<file path="src/rtl/block_result_unloader.sv">
// block_result_unloader
// Drain side of the block multiplier datapath. The compute stage fills a
// local N-entry buffer through an addressed write port and then pulses commit.
// The block then streams the words out in index order on a valid/ready port
// and pulses done after the final beat has been accepted.
//
// Optional feature: define UNLOAD_CHECKSUM_EN to append one extra beat after
// the N elements. That beat carries the sum of the streamed elements modulo
// 2^BIT_W. With the macro undefined the block streams exactly N beats.
module block_result_unloader #(
  parameter int BIT_W = 16,
  parameter int N     = 10,
  parameter int IDX_W = 4
) (
  input  logic             clk,
  input  logic             rst_n,
  input  logic             wr_en,
  input  logic [IDX_W-1:0] wr_addr,
  input  logic [BIT_W-1:0] wr_data,
  input  logic             commit,
  output logic [BIT_W-1:0] out_data,
  output logic             out_valid,
  input  logic             out_ready,
  output logic             out_last,
  output logic             busy,
  output logic             done,
  output logic             wr_err
);

  localparam logic [0:0] S_IDLE   = 1'b0;
  localparam logic [0:0] S_STREAM = 1'b1;

`ifdef UNLOAD_CHECKSUM_EN
  localparam int BEATS = N + 1;
`else
  localparam int BEATS = N;
`endif

  localparam logic [IDX_W-1:0] LAST_IDX = IDX_W'(BEATS - 1);
  localparam logic [IDX_W-1:0] N_IDX    = IDX_W'(N);

  // Handshake: a beat transfers on a rising edge where out_valid && out_ready.
  // Once out_valid is high, out_data/out_last/idx hold until that transfer,
  // and out_valid only drops after the last beat transfers (or on reset).

  logic [0:0]       state;   // FSM state; busy is its external view
  logic [IDX_W-1:0] idx;
  logic [BIT_W-1:0] mem [N];
  logic             addr_ok;
  logic             wr_ok;
  logic             xfer;

  assign addr_ok   = (wr_addr < N_IDX);
  assign wr_ok     = wr_en && addr_ok && (state == S_IDLE);
  assign out_valid = (state == S_STREAM);
  assign busy      = (state == S_STREAM);
  assign xfer      = out_valid && out_ready;
  assign out_last  = out_valid && (idx == LAST_IDX);

  // Buffer write port: only open in IDLE, so the buffer is frozen while streaming.
  always_ff @(posedge clk) begin
    if (wr_ok) begin
      mem[wr_addr] <= wr_data;
    end
  end

  // Control FSM: IDLE waits for commit, STREAM walks idx one beat per transfer.
  always_ff @(posedge clk) begin
    if (!rst_n) begin
      state  <= S_IDLE;
      idx    <= '0;
      done   <= 1'b0;
      wr_err <= 1'b0;
    end else begin
      done   <= 1'b0;
      wr_err <= wr_en && ((state == S_STREAM) || !addr_ok);
      case (state)
        S_IDLE: begin
          if (commit) begin
            state <= S_STREAM;
            idx   <= '0;
          end
        end
        S_STREAM: begin
          if (xfer) begin
            if (idx == LAST_IDX) begin
              state <= S_IDLE;
              idx   <= '0;
              done  <= 1'b1;
            end else begin
              idx <= idx + IDX_W'(1);
            end
          end
        end
        default: begin
          state <= S_IDLE;
          idx   <= '0;
        end
      endcase
    end
  end

`ifdef UNLOAD_CHECKSUM_EN
  logic [BIT_W-1:0] acc;

  // Running sum of data beats; cleared when a new block is committed.
  always_ff @(posedge clk) begin
    if (!rst_n) begin
      acc <= '0;
    end else if ((state == S_IDLE) && commit) begin
      acc <= '0;
    end else if (xfer && (idx != LAST_IDX)) begin
      acc <= acc + mem[idx];
    end
  end

  // Output mux: element beats from the buffer, final beat from the accumulator.
  always_comb begin
    out_data = '0;
    if (out_valid) begin
      if (idx == N_IDX) begin
        out_data = acc;
      end else begin
        out_data = mem[idx];
      end
    end
  end
`else
  // Output mux: current element while valid, zero otherwise.
  always_comb begin
    out_data = '0;
    if (out_valid) begin
      out_data = mem[idx];
    end
  end
`endif

endmodule

</file>
<file path="config.mk">
export PLATFORM = sky130hd
export DESIGN_NAME = block_result_unloader
export DESIGN_NICKNAME = d
export VERILOG_FILES = /design/src/rtl/block_result_unloader.sv
export SDC_FILE = /design/constraint.sdc
export NUM_CORES = 1
export LEC_CHECK = 0
export BUFFER_PORTS_ARGS = -buffer_cell sky130_fd_sc_hd__buf_2
export CAP_MARGIN = 20
export CORE_MARGIN = 5
export CORE_UTILIZATION = 64
export CTS_CLUSTER_DIAMETER = 100
export DETAILED_ROUTE_END_ITERATION = 6
export PLACE_DENSITY = 0.92
export SLEW_MARGIN = 10
export SYNTH_ARGS = -nofsm -noshare
export SYNTH_HDL_FRONTEND = slang
export SYNTH_SLANG_ARGS = --single-unit
</file>
<file path="constraint.sdc">
create_clock -name clk -period 9.5 [get_ports clk]
set_input_delay 2.375 -clock clk [delete_from_list [all_inputs] [get_ports clk]]
set_output_delay 2.375 -clock clk [all_outputs]
set_load 0.005 [all_outputs]
</file>
==> results of run 1 <==
-- kinds of logic (layout without fill, tap and decap cells) --
group                      Yosys count  after routing  share of synthesized area, %
buffers and inverters               25             93                         3.200
DFF                                171            171                         74.29
adders and majority gates            2              2                        0.3699
muxes                               81             81                         11.99
AOI/OAI and AO/OA                   73             73                         7.381
and+or+nand+nor                     37             37                         2.775
-- registers in the layout, indices dropped and copies added, names as in the netlist, named ones only --
| register | cells |
|---|---|
| busy | 1 |
| done | 1 |
| idx | 4 |
| mem | 160 |
| wr_err | 1 |
-- routing by layer --
layer / vias to the layer above / global-route usage, %
met4: 0 / 9.054
li1: 1658 / -
met5: - / 0
met3: 19 / 5.668
met2: 140 / 38.55
met1: 1834 / 27.50
-- placed cells by master (no fill, tap or decap), drive strengths merged --
cell      Yosys  final
a21oi        17     17
nand3b        2      2
clkbuf        4     20
or3b          1      1
inv           2      4
a21boi        1      1
and2          3      3
nor3          5      5
bufinv        0      1
o221a         1      1
mux2i        81     81
o21ai         5      5
nor4          1      1
nand2         7      7
clkinv        1      9
edfxtp      160    160
buf          18     58
clkinvlp      0      1
nor2b         4      4
a211oi       16     16
nor2          9      9
ha            2      2
a22oi        32     32
dfxtp        11     11
nand3         5      5
o311a         1      1
-- critical path, cell delays in order, from the launching register on --
cell and delay [ns]:
dfxtp_4 0.74, buf_4 0.72, mux2i_1 0.21, a22oi_1 0.20, a21oi_1 0.11, a211oi_1 0.38
buf_2 0.20
-- worst min-delay path by stage --
| stage | from | endpoint | slack (ns) | depth (start not counted) |
|---|---|---|---|---|
| floorplan | idx[2] | flip-flop | 0.48 | 2 |
| global placement | idx[2] | idx[2] | 0.50 | 2 |
| detailed placement | idx[2] | idx[2] | 0.54 | 2 |
| CTS | idx[2] | idx[2] | 0.55 | 2 |
| global route | idx[3] | done | 0.60 | 2 |
| finish | idx[2] | idx[2] | 0.55 | 2 |
-- stage by stage --
stage / instance area, um2 / total power, mW / instances / worst slack, ns / util [%]
3_5_place_dp: 7092 / 0.9103 / 561 / 4.684 / 68.69
3_3_place_gp: 7092 / 0.9064 / 561 / 4.759 / 68.69
6_report: 7615 / 1.509 / 593 / 3.973 / 73.76
2_1_floorplan: 6764 / 0.8886 / 389 / 4.818 / -
4_1_cts: 7615 / 1.516 / 593 / 4.030 / 73.76
5_1_grt: 7615 / 1.556 / 593 / 3.933 / 73.76
-- cell type report --
type | instances | area [um2]
Tap cell | 136 | 170.2
Fill cell | 566 | 2709
Multi-Input combinational cell | 193 | 1559
Sequential cell | 171 | 5029
Clock buffer | 20 | 425.4
Timing Repair Buffer | 58 | 322.8
Inverter | 3 | 11.26
Clock inverter | 12 | 97.59
-- power by group through the flow --
stage / combinational (mW) / clock (mW) / sequential (mW)
6_report: 0.0577 / 0.614 / 0.838
4_1_cts: 0.0577 / 0.620 / 0.838
2_1_floorplan: 0.0395 / 0 / 0.849
5_1_grt: 0.0626 / 0.656 / 0.838
3_5_place_dp: 0.0568 / 0 / 0.854
3_3_place_gp: 0.0536 / 0 / 0.853
==> summary.md, run 1 <==
| Metric | Value |
|---|---|
| Final worst path period share | `58.18%` |
| Met3 WL post-DR | `847 um` |
| Leak | `2.446 nW` |
| Slew HR | `38.49%` |
| Reg power frac | `55.5%` |
| Overall Global Routing Usage | `22.51%` |
| Internal power | `1.199 mW` |
| Clock tree from TritonCTS | `yes` |
| Sum of negative setup slack | `0 ns` |
| Crit path capture | `out_data[0]` |
| Initial Util | `65.52%` |
| Slew at the pin closest to its max-slew limit | `0.9185 ns` |
| Vias in the first global route | `3785` |
| Clk root buf | `clkbuf_8` |
| Total congestion overflow | `0` |
| Setup Buffers After CTS | `0` |
| FF-to-FF Start | `busy` |
| Met1 WL | `5.224 mm` |
| Clock Pin Slew Worst Setup and Hold Paths | `0.06 ns` |
| Max Root-Sink Buffers | `2` |
| Post-synth EDFFs | `160` |
| Final Skew | `0.009322 ns` |
| Top post-synthesis cells by area | `edfxtp_1, mux2i_1, a22oi_1` |
| Post-synth top flop | `edfxtp_1` |
| Sw frac | `20.56%` |
| PwrDens | `198.2 nW/um2` |
| Post-synth top cells | `edfxtp_1, mux2i_1, a22oi_1` |
| Largest area contributor in the netlist | `edfxtp_1` |
| DRC viols | `0` |
| Met2 WL post-DR | `7.225 mm` |
| P_sw | `0.3102 mW` |
| Fin crit period | `5.527 ns` |
| Routed vias | `3651` |
| Area of the core | `10320 um2` |
| Clk network pwr share | `40.7%` |
| Resize count post-CTS | `0` |
| Number of synthesized register bits | `171` |
| Setup violators final | `0` |
| Clk_lat worst skew | `0.53 ns` |
| Cts hold-fix bufs | `0` |
| Antenna-violating nets left | `0` |
| Initial drt markers | `431` |
| Vias/cell | `6.157` |
| DR top layer | `met4` |
| Crit end category | `output port` |
| Placer Congestion | `0.8256` |
| Area grow syn2layout | `12.58%` |
| Most common cell in the netlist | `edfxtp_1` |
| Status | `finished, final reports clean` |
| Startpoint types | `flip-flop` |
| CP Max Fanout | `45` |
| Number of cell rows | `37` |
| Die Y | `112.8 um` |
| H-tree levels | `4` |
| Final nets | `471` |
| Die width | `112.8 um` |
| 1st-pass router iterations | `4` |
| DR WL/cell | `22.90 um` |
| Slew Viols, Final | `0` |
| Top cell type's share of synthesized area | `71.03%` |
| Synth async-reset ratio | `0%` |
| Sink Count | `171` |
| First-pass GRT wire length | `21.10 mm` |
| Worst r2r path cells | `4` |
| Die area | `12730 um2` |
| Peak supply drop | `160.8 uV` |
| Number of inserted diodes | `0` |
| Worst R2R Setup Slack | `6.91 ns` |
| Worst reg2reg path endpoint | `mem[7][13]` |
| Post-Syn Area | `6764 um2` |
| Critical path required time | `7.13 ns` |
| Critical path type | `reg -> out` |
| I/O pin cnt | `46` |
| Count of cell types in the netlist | `29` |
| Comb power frac | `3.8%` |
| Clock buffer count from CTS | `17` |
| Routed WL | `13.58 mm` |
| Largest net degree at the start of global routing | `46` |
| Peak Freq | `180.9 MHz` |
| RSZ-0062 raised after global routing | `false` |
| Post-synthesis sequential area ratio | `74.29%` |
| Synth warn | `0` |
| Max Cap Viol | `0` |
| Min-Delay Path Class | `reg -> reg` |
| Initial antenna violation count | `0` |
| Syn nets | `416` |
| Syn Inst Count | `389` |
| Hold WS | `0.5481 ns` |
| Worst EP arrival | `3.15 ns` |
| PortBufs | `45` |
| Post-DP HPWL | `7.373 mm` |
| Mean Syn Cell Area | `17.39 um2` |
| Proportion of layout cells with a drive suffix above 1 | `20.79%` |
| Hold Violations, Final | `0` |
No activity file was read; power rests on OpenSTA's default activity.
==> run 2: changes to the inputs <==
- CORE_UTILIZATION: 64 -> 60
- PLACE_DENSITY: 0.92 -> 0.87
- clock period: 9.5 -> 5.62 ns (I/O delays scaled with it)
==> summary.md, run 2 (same netlist as run 1, synthesis figures left out) <==
| Metric | Value |
|---|---|
| Status | `finished, final reports clean` |
| Met3 WL post-DR | `907 um` |
| DR top layer | `met4` |
| 1st-pass router iterations | `5` |
| Crit path capture | `out_data[8]` |
| Comb power frac | `3.9%` |
| Initial drt markers | `333` |
| Routed WL | `13.60 mm` |
| Fin crit period | `3.996 ns` |
| Die width | `116.2 um` |
| Total congestion overflow | `0` |
| Overall Global Routing Usage | `21.63%` |
| Sink Count | `171` |
| Top Registers | `mem: 160 flops, idx: 4 flops` |
| Most flops, register | `mem` |
| Number of cell rows | `38` |
| Proportion of layout cells with a drive suffix above 1 | `21.44%` |
| Vias/cell | `6.199` |
| Placed Area | `7099 um2` |
| Overall power | `2.577 mW` |
| Max reg flops | `160` |
| Peak Freq | `250.3 MHz` |
| PwrDens | `336.4 nW/um2` |
| Hold depth | `2` |
| DR WL/cell | `22.79 um` |
| Initial antenna violation count | `0` |
| Fillers | `672` |
| Setup Buffers After CTS | `0` |
| Hold WS | `0.5358 ns` |
| Initial Util | `61.85%` |
| Post-DP HPWL | `7.381 mm` |
| Met1 WL | `5.234 mm` |
| Worst reg2reg path endpoint | `mem[1][11]` |
| RSZ-0062 raised after global routing | `false` |
| Vias in the first global route | `3876` |
| Slew HR | `31.13%` |
| Sw frac | `20.52%` |
| Clk root buf | `clkbuf_16` |
| Placer Congestion | `0.7716` |
| CP Max Fanout | `44` |
| PortBufs | `45` |
| Worst EP arrival | `2.59 ns` |
| Die Y | `116.2 um` |
| Min-Delay Path Class | `reg -> reg` |
| Worst R2R Setup Slack | `3.17 ns` |
| Clock tree from TritonCTS | `yes` |
| Antenna-violating nets left | `0` |
| Crit end category | `output port` |
| Largest net degree at the start of global routing | `69` |
| Startpoint types | `flip-flop` |
| Final Cell Area | `7660 um2` |
| Leak | `2.458 nW` |
| Setup violators final | `0` |
| Cts hold-fix bufs | `0` |
| Most frequent cells in the layout | `edfxtp_1, mux2i_1, buf_2` |
| Clock buffer count from CTS | `17` |
| Critical path type | `reg -> out` |
| Sum of negative setup slack | `0 ns` |
| DP Cell Count | `565` |
| Most common cell after layout, fill and taps aside | `edfxtp_1` |
| Area of the core | `10940 um2` |
| H-tree levels | `4` |
| Routed vias | `3701` |
| Clock Pin Slew Worst Setup and Hold Paths | `0.06 ns` |
| Max Cap Viol | `0` |
| Post-route insts no fill | `597` |
| Hold Violations, Final | `0` |
| Reg power frac | `54.9%` |
| P_sw | `0.5288 mW` |
| Resize count post-CTS | `0` |
| Slew Viols, Final | `0` |
| Die area | `13500 um2` |
| Peak supply drop | `206.3 uV` |
| Final worst path period share | `71.10%` |
| Worst r2r path cells | `4` |
| First-pass GRT wire length | `20.85 mm` |
| Final Skew | `0.005455 ns` |
| Final nets | `472` |
| Clk_lat worst skew | `0.42 ns` |
| FF-to-FF Start | `busy` |
| Max Root-Sink Buffers | `2` |
| I/O pin cnt | `46` |
| Clk network pwr share | `41.2%` |
| Area grow syn2layout | `13.24%` |
| Met2 WL post-DR | `7.133 mm` |
| DRC viols | `0` |
| Internal power | `2.048 mW` |
| Slew at the pin closest to its max-slew limit | `1.028 ns` |
| Number of inserted diodes | `0` |
| Critical path required time | `4.22 ns` |
## run 2: how the worst min path moves through the flow
stage / slack [ns] / startpoint / endpoint
after detailed placement: 0.52 / idx[3] / done
after CTS: 0.53 / idx[3] / done
after global routing: 0.56 / idx[3] / done
final: 0.54 / idx[3] / done
after floorplan: 0.48 / idx[2] / flip-flop
after global placement: 0.50 / idx[2] / idx[2]
## run 2: final cells by class
type | instances | area (um2) | share of cell area, %
Clock buffer | 19 | 432.9 | 5.652
Clock inverter | 12 | 100.1 | 1.307
Inverter | 3 | 11.26 | 0.1470
Multi-Input combinational cell | 193 | 1562 | 20.39
Sequential cell | 171 | 5029 | 65.65
Tap cell | 140 | 175.2 | 2.287
Timing Repair Buffer | 59 | 350.3 | 4.574
## run 2: through the flow
step                      setup slack [ns]  util [%]
after detailed placement             1.884     64.92
final                                1.624     70.05
after global placement               1.938     64.92
after global routing                 1.459     70.05
after CTS                            1.357     69.79
after floorplan                      1.908         -
## run 2: routing by layer
| metal | GRT usage (%) | up-vias |
|---|---|---|
| li1 | - | 1670 |
| met1 | 27.01 | 1837 |
| met2 | 36.36 | 169 |
| met3 | 3.990 | 25 |
| met4 | 11.29 | 0 |
| met5 | 0 | - |
## run 2: critical path, stage by stage (launching register included)
cell      delay (ns)
dfxtp_4         0.64
buf_16          0.34
buf_4           0.24
mux2i_1         0.10
a22oi_1         0.25
a21oi_1         0.12
a211oi_1        0.27
buf_2           0.18
## run 2: power by group through the flow
stage | logic (mW) | clock network [mW] | registers (mW)
final | 0.101 | 1.06 | 1.41
after global routing | 0.109 | 1.12 | 1.42
after CTS | 0.0924 | 1.07 | 1.42
after global placement | 0.0869 | 0 | 1.45
after detailed placement | 0.0911 | 0 | 1.45
after floorplan | 0.0668 | 0 | 1.44
==> run 3: changes to the inputs <==
- CORE_UTILIZATION: 60 -> 54
- PLACE_DENSITY: 0.87 -> 0.83
- clock period: 5.62 -> 3.3 ns (I/O delays scaled with it)
==> summary.md, run 3 (same netlist as run 1, synthesis figures left out) <==
| Metric | Value |
|---|---|
| Status | `finished, final reports clean` |
| Worst path max stage delay | `0.58 ns` |
| Slew HR | `47.69%` |
| Hold Violations, Final | `0` |
| Worst path slowest cell | `dfxtp_4` |
| I/O pin cnt | `46` |
| Die Y | `121.9 um` |
| P_sw | `0.9066 mW` |
| Sink Count | `171` |
| Slew at the pin closest to its max-slew limit | `0.7847 ns` |
| Post-DP HPWL | `7.464 mm` |
| Most frequent cells in the layout | `edfxtp_1, mux2i_1, buf_2` |
| Min-Delay Path Class | `reg -> reg` |
| CP Max Fanout | `36` |
| Crit path capture | `out_data[0]` |
| Worst Path Buf+Inv | `2` |
| Initial drt markers | `248` |
| Final worst path period share | `95.13%` |
| Worst EP arrival | `2.31 ns` |
| Critical path required time | `2.47 ns` |
| Most flops, register | `mem` |
| Setup Buffers After CTS | `0` |
| Critical path type | `reg -> out` |
| Comb power frac | `4.1%` |
| Internal power | `3.418 mW` |
| DR WL/cell | `20.83 um` |
| Max Cap Viol | `0` |
| Final nets | `477` |
| Die width | `121.9 um` |
| Number of cell rows | `40` |
| Largest net degree at the start of global routing | `37` |
| Final Skew | `0.005824 ns` |
| Clk root buf | `clkbuf_16` |
| Fillers | `814` |
| Top Registers | `mem: 160 flops, idx: 4 flops` |
| RSZ-0062 raised after global routing | `false` |
| Clock buffer count from CTS | `17` |
| Worst reg2reg path endpoint | `mem[7][9]` |
| Sum of negative setup slack | `0 ns` |
| Overall Global Routing Usage | `18.80%` |
| Cts hold-fix bufs | `0` |
| CP delay by family, top | `compound AO/OA/AOI/OAI gates` |
| Hold WS | `0.5374 ns` |
| Sw frac | `20.96%` |
| PortBufs | `45` |
| Clk_lat worst skew | `0.42 ns` |
| Startpoint types | `flip-flop` |
| Most common cell after layout, fill and taps aside | `edfxtp_1` |
| Clock Pin Slew Worst Setup and Hold Paths | `0.06 ns` |
| Resize count post-CTS | `0` |
| Initial Util | `55.62%` |
| Leak | `2.479 nW` |
| Slew Viols, Final | `0` |
| Placed Area | `7197 um2` |
| Peak supply drop | `332.6 uV` |
| Critical path cell sequence | `buf_12, mux2i_1, a22oi_1, a21oi_1, a211oi_1, buf_2` |
| Antenna-violating nets left | `0` |
| PwrDens | `560.0 nW/um2` |
| Worst R2R Setup Slack | `1.47 ns` |
| Fin crit period | `3.139 ns` |
| Area of the core | `12160 um2` |
| Number of inserted diodes | `0` |
| Area grow syn2layout | `14.17%` |
| Clk network pwr share | `40.3%` |
| Crit end category | `output port` |
| Levels on crit path | `6` |
| Vias in the first global route | `3742` |
| Clock tree from TritonCTS | `yes` |
| Max reg flops | `160` |
| Proportion of layout cells with a drive suffix above 1 | `22.03%` |
| Total congestion overflow | `0` |
| Worst r2r path cells | `5` |
| Peak Freq | `318.5 MHz` |
| Initial antenna violation count | `0` |
| H-tree levels | `4` |
| FF-to-FF Start | `busy` |
| Vias/cell | `5.784` |
| Final Cell Area | `7722 um2` |
| Setup violators final | `0` |
| Max Root-Sink Buffers | `2` |
| Placer Congestion | `0.7206` |
| First-pass GRT wire length | `20.31 mm` |
| DRC viols | `0` |
| Routed vias | `3650` |
| 1st-pass router iterations | `5` |
| Routed WL | `13.14 mm` |
| Reg power frac | `55.7%` |
| Die area | `14860 um2` |
==> run 3: changes by cell type in the layout (fill, tap and decap cells not counted), sizes merged <==
cell and delta:
buf +5, clkinv +4, clkbuf -2, bufinv -1
==> run 3: metrics by stage <==
step / total power [mW] / util (%) / cells / setup slack, ns
after global routing: 4.462 / 63.50 / 631 / 0.06424
after CTS: 4.353 / 63.50 / 631 / 0.1493
after global placement: 2.619 / 59.18 / 599 / 0.7457
after detailed placement: 2.628 / 59.18 / 599 / 0.6761
after floorplan: 2.558 / - / 389 / 0.1680
final: 4.325 / 63.50 / 631 / 0.1607
==> run 3: worst min-delay path by stage <==
stage,slack [ns],end,cells after the start,startpoint
after floorplan,0.48,flip-flop,2,idx[2]
after global placement,0.51,done,2,idx[3]
after detailed placement,0.53,done,2,idx[3]
after CTS,0.55,done,2,idx[3]
after global routing,0.57,done,2,idx[3]
final,0.54,done,2,idx[3]
==> run 3: worst register-to-register path: cells and delay by family, from the launching register on <==
kind / cells / cell delay (ns)
and+or+nand+nor: 2 / 0.25
buffers and inverters: 3 / 0.65
DFF: 1 / 0.66
==> run 3: cell type report <==
| class | count | area (um2) | area share, % |
|---|---|---|---|
| Multi-Input combinational cell | 193 | 1554 | 20.12 |
| Clock inverter | 15 | 100.1 | 1.296 |
| Sequential cell | 171 | 5029 | 65.12 |
| Clock buffer | 17 | 425.4 | 5.509 |
| Tap cell | 168 | 210.2 | 2.722 |
| Timing Repair Buffer | 64 | 392.9 | 5.087 |
| Inverter | 3 | 11.26 | 0.1458 |
==> run 3: layer usage <==
metal	part of all wire (%)	vias up	GRT usage, %
met5	0	-	0
met4	1.7	0	7.493
met3	6.5	20	4.550
met2	54	141	32.80
met1	38	1822	22.52
li1	-	1667	-
==> run 3: power groups by stage <==
stage / Clock (mW) / Sequential, mW / Combinational, mW
6_report: 1.74 / 2.41 / 0.176
5_1_grt: 1.86 / 2.41 / 0.192
4_1_cts: 1.77 / 2.41 / 0.177
3_5_place_dp: 0 / 2.45 / 0.175
3_3_place_gp: 0 / 2.45 / 0.168
2_1_floorplan: 0 / 2.44 / 0.114
